File: config.mk
export PLATFORM = sky130hd
export DESIGN_NAME = muladd_seq_ctrl
export DESIGN_NICKNAME = d
export VERILOG_FILES = /design/src/rtl/muladd_seq_ctrl.sv
export SDC_FILE = /design/constraint.sdc
export NUM_CORES = 1
export LEC_CHECK = 0
export ABC_CLOCK_PERIOD_IN_PS = 3450
export CORE_MARGIN = 10
export CORE_UTILIZATION = 35
export CTS_CLUSTER_DIAMETER = 60
export DETAILED_ROUTE_END_ITERATION = 8
export PLACE_DENSITY = 0.88
export SLEW_MARGIN = 15
export SYNTH_ARGS = -nofsm -noshare
export SYNTH_HDL_FRONTEND = slang
export SYNTH_SLANG_ARGS = --single-unit
File: constraint.sdc
create_clock -name clock -period 3.45 [get_ports clock]
set_clock_uncertainty 0.2 [all_clocks]
set_input_delay 0.5175 -clock clock [delete_from_list [all_inputs] [get_ports clock]]
set_output_delay 0.5175 -clock clock [all_outputs]
set_load 0.1 [all_outputs]
File: src/rtl/muladd_seq_ctrl.sv
// rtl/muladd_seq_ctrl.sv - job sequencer for the 4-lane Q8.8 multiply-add datapath
module muladd_seq_ctrl #(
    parameter int ADDR_W = 10,
    parameter int LEN_W  = 8,
    parameter int ACC_W  = 24
) (
    input  logic              clock,
    input  logic              reset,
    input  logic              start,
    input  logic [ADDR_W-1:0] base_addr,
    input  logic [LEN_W-1:0]  len,
    output logic              busy,
    output logic              mem_rd,
    output logic [ADDR_W-1:0] mem_addr,
    input  logic [63:0]       mem_a,
    input  logic [63:0]       mem_b,
    output logic [63:0]       dp_a,
    output logic [63:0]       dp_b,
    input  logic [15:0]       dp_sum,
    output logic [15:0]       result,
    output logic              sat,
    output logic              result_valid,
    input  logic              result_ready
);

    typedef enum logic [1:0] {IDLE, FETCH, DRAIN, OUT} state_t;

    localparam logic signed [ACC_W-1:0] Q_MAX = ACC_W'(32'sd32767);
    localparam logic signed [ACC_W-1:0] Q_MIN = ACC_W'(-32'sd32768);

    state_t                   state;
    state_t                   next_state;
    logic                     accept;
    logic                     enter_out;
    logic [LEN_W-1:0]         beats_left;
    logic [1:0]               vpipe;
    logic signed [ACC_W-1:0]  acc;
    logic signed [ACC_W-1:0]  acc_next;

    // Operands go straight from the RAM read port into the datapath.
    assign dp_a = mem_a;
    assign dp_b = mem_b;

    // The beat whose dp_sum is visible now (stage 2) is folded in on this edge.
    assign acc_next = vpipe[1] ? acc + {{(ACC_W-16){dp_sum[15]}}, dp_sum} : acc;

    // State register.
    always_ff @(posedge clock) begin
        if (reset) begin
            state <= IDLE;
        end else begin
            state <= next_state;
        end
    end

    // Next-state and strobes; DRAIN leaves as the final beat is being accumulated so the
    // result is registered on that same edge.
    always_comb begin
        next_state   = state;
        accept       = 1'b0;
        enter_out    = 1'b0;
        mem_rd       = 1'b0;
        result_valid = 1'b0;
        busy         = (state != IDLE);
        case (state)
            IDLE: begin
                if (start) begin
                    accept     = 1'b1;
                    next_state = (len == '0) ? OUT : FETCH;
                end
            end
            FETCH: begin
                mem_rd = 1'b1;
                if (beats_left == LEN_W'(1)) begin
                    next_state = DRAIN;
                end
            end
            DRAIN: begin
                if (!vpipe[0]) begin
                    enter_out  = 1'b1;
                    next_state = OUT;
                end
            end
            OUT: begin
                result_valid = 1'b1;
                if (result_ready) begin
                    next_state = IDLE;
                end
            end
            default: next_state = IDLE;
        endcase
    end

    // Address generation, beat tracking, accumulation and saturated result capture.
    always_ff @(posedge clock) begin
        if (reset) begin
            mem_addr   <= '0;
            beats_left <= '0;
            vpipe      <= '0;
            acc        <= '0;
            result     <= '0;
            sat        <= 1'b0;
        end else begin
            vpipe <= {vpipe[0], mem_rd};
            if (accept) begin
                mem_addr   <= base_addr;
                beats_left <= len;
                acc        <= '0;
                sat        <= 1'b0;
                if (len == '0) begin
                    result <= '0;
                end
            end else begin
                if (mem_rd) begin
                    mem_addr   <= mem_addr + 1'b1;
                    beats_left <= beats_left - 1'b1;
                end
                acc <= acc_next;
                if (enter_out) begin
                    if (acc_next > Q_MAX) begin
                        result <= 16'h7FFF;
                        sat    <= 1'b1;
                    end else if (acc_next < Q_MIN) begin
                        result <= 16'h8000;
                        sat    <= 1'b1;
                    end else begin
                        result <= acc_next[15:0];
                        sat    <= 1'b0;
                    end
                end
            end
        end
    end

endmodule

==> results of run 1 <==
[where the power goes]
group | internal [mW] | total (mW) | switching [mW]
logic | 0.681 | 2.07 | 1.39
clock network | 0.634 | 0.997 | 0.364
registers | 0.863 | 0.990 | 0.127
[synth_stat cells (11+ instances only)]
cell	n
nor3_1	13
clkbuf_1	11
xnor2_1	16
a21oi_1	34
buf_4	129
ha_1	31
dfxtp_1	63
inv_1	17
nand3_1	13
nor2_1	56
nor2b_1	11
mux2i_1	15
xor2_1	13
nand2_1	32
a211oi_1	20
a211o_1	14
[per-layer routing]
metal / track usage [%] / vias to the layer above
met5: 0.750 / -
met4: 7.93 / 0
met3: 6.77 / 145
met2: 24.3 / 456
met1: 18.1 / 2494
li1: - / 2232
[path summary, 6_finish.rpt]
check             start         end  slack (ps)
max reg2reg     acc[15]  result[10]         -60
min           result[2]   result[2]         270
max          dp_sum[15]  result[10]        -250
min reg2reg   result[2]   result[2]         270
[registers in the layout, summed over array words and instances, names as in the netlist]
register	cells
acc	24
result	16
mem_addr	10
beats_left	8
state	2
vpipe	2
sat	1
[cells by family after synthesis]
| logic type | count (synthesis) |
|---|---|
| AO/OA/AOI/OAI | 154 |
| AND/OR/NAND/NOR | 167 |
| XOR/XNOR | 29 |
| multiplexers | 19 |
| flip-flops | 63 |
| buffers and inverters | 173 |
| adder cells (fa/ha/maj) | 32 |
[metrics by stage]
stage / hold WS, ps / setup TNS (ps)
global route: 293 / -4810
detailed placement: 254 / -9560
finish: 271 / -3380
CTS: 267 / 0
global placement: 253 / -8470
floorplan: 265 / 0
[critical path: stages]
cell	delay, ps
buf_2	160
buf_4	190
ha_1	360
a21oi_1	200
o21bai_1	140
a211o_1	430
nor4_4	470
a2111oi_4	120
nor4_4	180
nand4_1	160
buf_6	160
buf_6	140
a2111oi_4	370
a211o_1	160
[area by class of cell]
| class | count | area [um^2] | share of cell area (%) |
|---|---|---|---|
| clock buffers | 9 | 225 | 3.27 |
| well taps | 184 | 230 | 3.34 |
| multi-input cells | 402 | 3530 | 51.3 |
| repair buffers | 180 | 1480 | 21.5 |
| flip-flops and latches | 63 | 1260 | 18.3 |
| clock inverters | 7 | 96.3 | 1.40 |
| inverters | 18 | 67.6 | 0.980 |
[what timing repair did]
| action | in CTS | in global routing |
|---|---|---|
| setup buffers | 12 | 12 |
| gates resized for setup | 69 | 54 |
| setup endpoints to repair | 16 | 16 |
| hold buffers | 0 | 0 |
| pin swaps | 25 | 40 |
| cloned | 2 | 0 |
==> out/qor.txt, run 1 <==
status: complete, but fails checks
failing checks: negative setup slack
largest net degree at the start of global routing: 35
Top FF cell, synth: dfxtp_1
Critical Path AT: 3780 ps
Max Root-Sink Buffers: 2
Vias/cell: 6.17
hold depth: 1
die width: 143 um
final hold violation count: 0
WP data required: 3520 ps
fmax: 0.270 GHz
final setup vio count: 16
Rows: 44
worst min-delay path class: reg2reg
Tightest Pin Transition: 1130 ps
clk_lat worst skew: 340 ps
Initial DRC Count: 487
ranking of synthesized cells by area: dfxtp_1, buf_4, ha_1
DR WL/cell: 22.5 um
Synth Area in Simple Gates: 15.4%
most frequent cells in the layout: buf_4, dfxtp_1, nor2_1, nand2_1, a21oi_1
final core utilization: 46.9%
synthesized cell area: 0.00531 mm^2
DRT antenna net count: 0
TritonCTS buffer count: 9
GR Overflow Total: 0
# nets final: 872
uppermost layer routed: met4
CTS H-tree lvls: 3
R2R depth: 13
adder-cell share of the synthesized area: 7.69%
Post-DP Area: 0.00572 mm^2
post-synthesis register bit count: 63
P_leak: 2.80 nW
largest family of logic cells by synthesized area: compound AO/OA/AOI/OAI gates
yosys warns: 0
Peak VDD IR: 0.701 mV
WL met3: 2.38 mm
Final WS setup: -251 ps
P per Cell Area: 589 mW/mm^2
Compound-Gate Fraction of Synth Area: 22.8%
post-synthesis mux area share: 3.72%
CTS root buffer: clkbuf_16
Synth area leader: dfxtp_1
Fill cells: 1201
crit path time final: 3700 ps
final WL: 19.4 mm
diode count: 0
nature of the critical path endpoint: register
CORE AREA: 0.0147 mm^2
Max transition margin: 24.9%
non-filler cells, final: 863
Setup WS pre-CTS: -625 ps
# port buffers: 67
share of layout cells above drive strength 1: 35.8%
crit path kind: in2reg
asr flop ratio synth: 0%
Final period util: 107%
detailed-route via count: 5327
max cap viols: 0
sequential area share after synthesis: 23.8%
initial antenna violation count: 0
first-pass GRT wire length: 26.4 mm
CP max FO: 8
vias in the first global route: 5116
die height: 143 um
post-route design area: 0.00689 mm^2
GRT Total Usage: 15.7%
Synth Area per Inst: 8.33 um^2
Unique masters post-synth: 68
IO Pins: 324
Reg clk slew, reported paths: 60 ps
DIE AREA: 0.0205 mm^2
Metal-1 WL: 7.16 mm
initial core utilization: 36.1%
Synth top area share: 23.8%
number of remaining DRC errors: 0
drt first pass iters: 6
crit path launch type: primary input
Routed met2 length: 8.62 mm
Syn Nets: 835
Post-Syn Instances: 637
Final GP Congestion: 0.976
XOR/XNOR Fraction of Synth Area: 4.79%
HPWL after DPL: 11.0 mm
area grow syn2layout: 29.9%
Post-synth EDFFs: 0
most common cell after layout, fill and taps aside: buf_4
Sink Count: 63
fin. max-slew vios: 0
placed insts: 821
CTS tree: done
Pwr Total: 4.06 mW
No activity file was read; power rests on OpenSTA's default activity.
==> run 2, diff against run 1 <==
--- a/config.mk
+++ b/config.mk
@@ -9,6 +9,7 @@
 export CORE_MARGIN = 10
 export CORE_UTILIZATION = 35
 export CTS_CLUSTER_DIAMETER = 60
+export CTS_CLUSTER_SIZE = 25
 export DETAILED_ROUTE_END_ITERATION = 8
 export PLACE_DENSITY = 0.88
 export SLEW_MARGIN = 15
==> results of run 2 <==
Same layout as run 1: the final DEF is identical, and so are final timing and power.
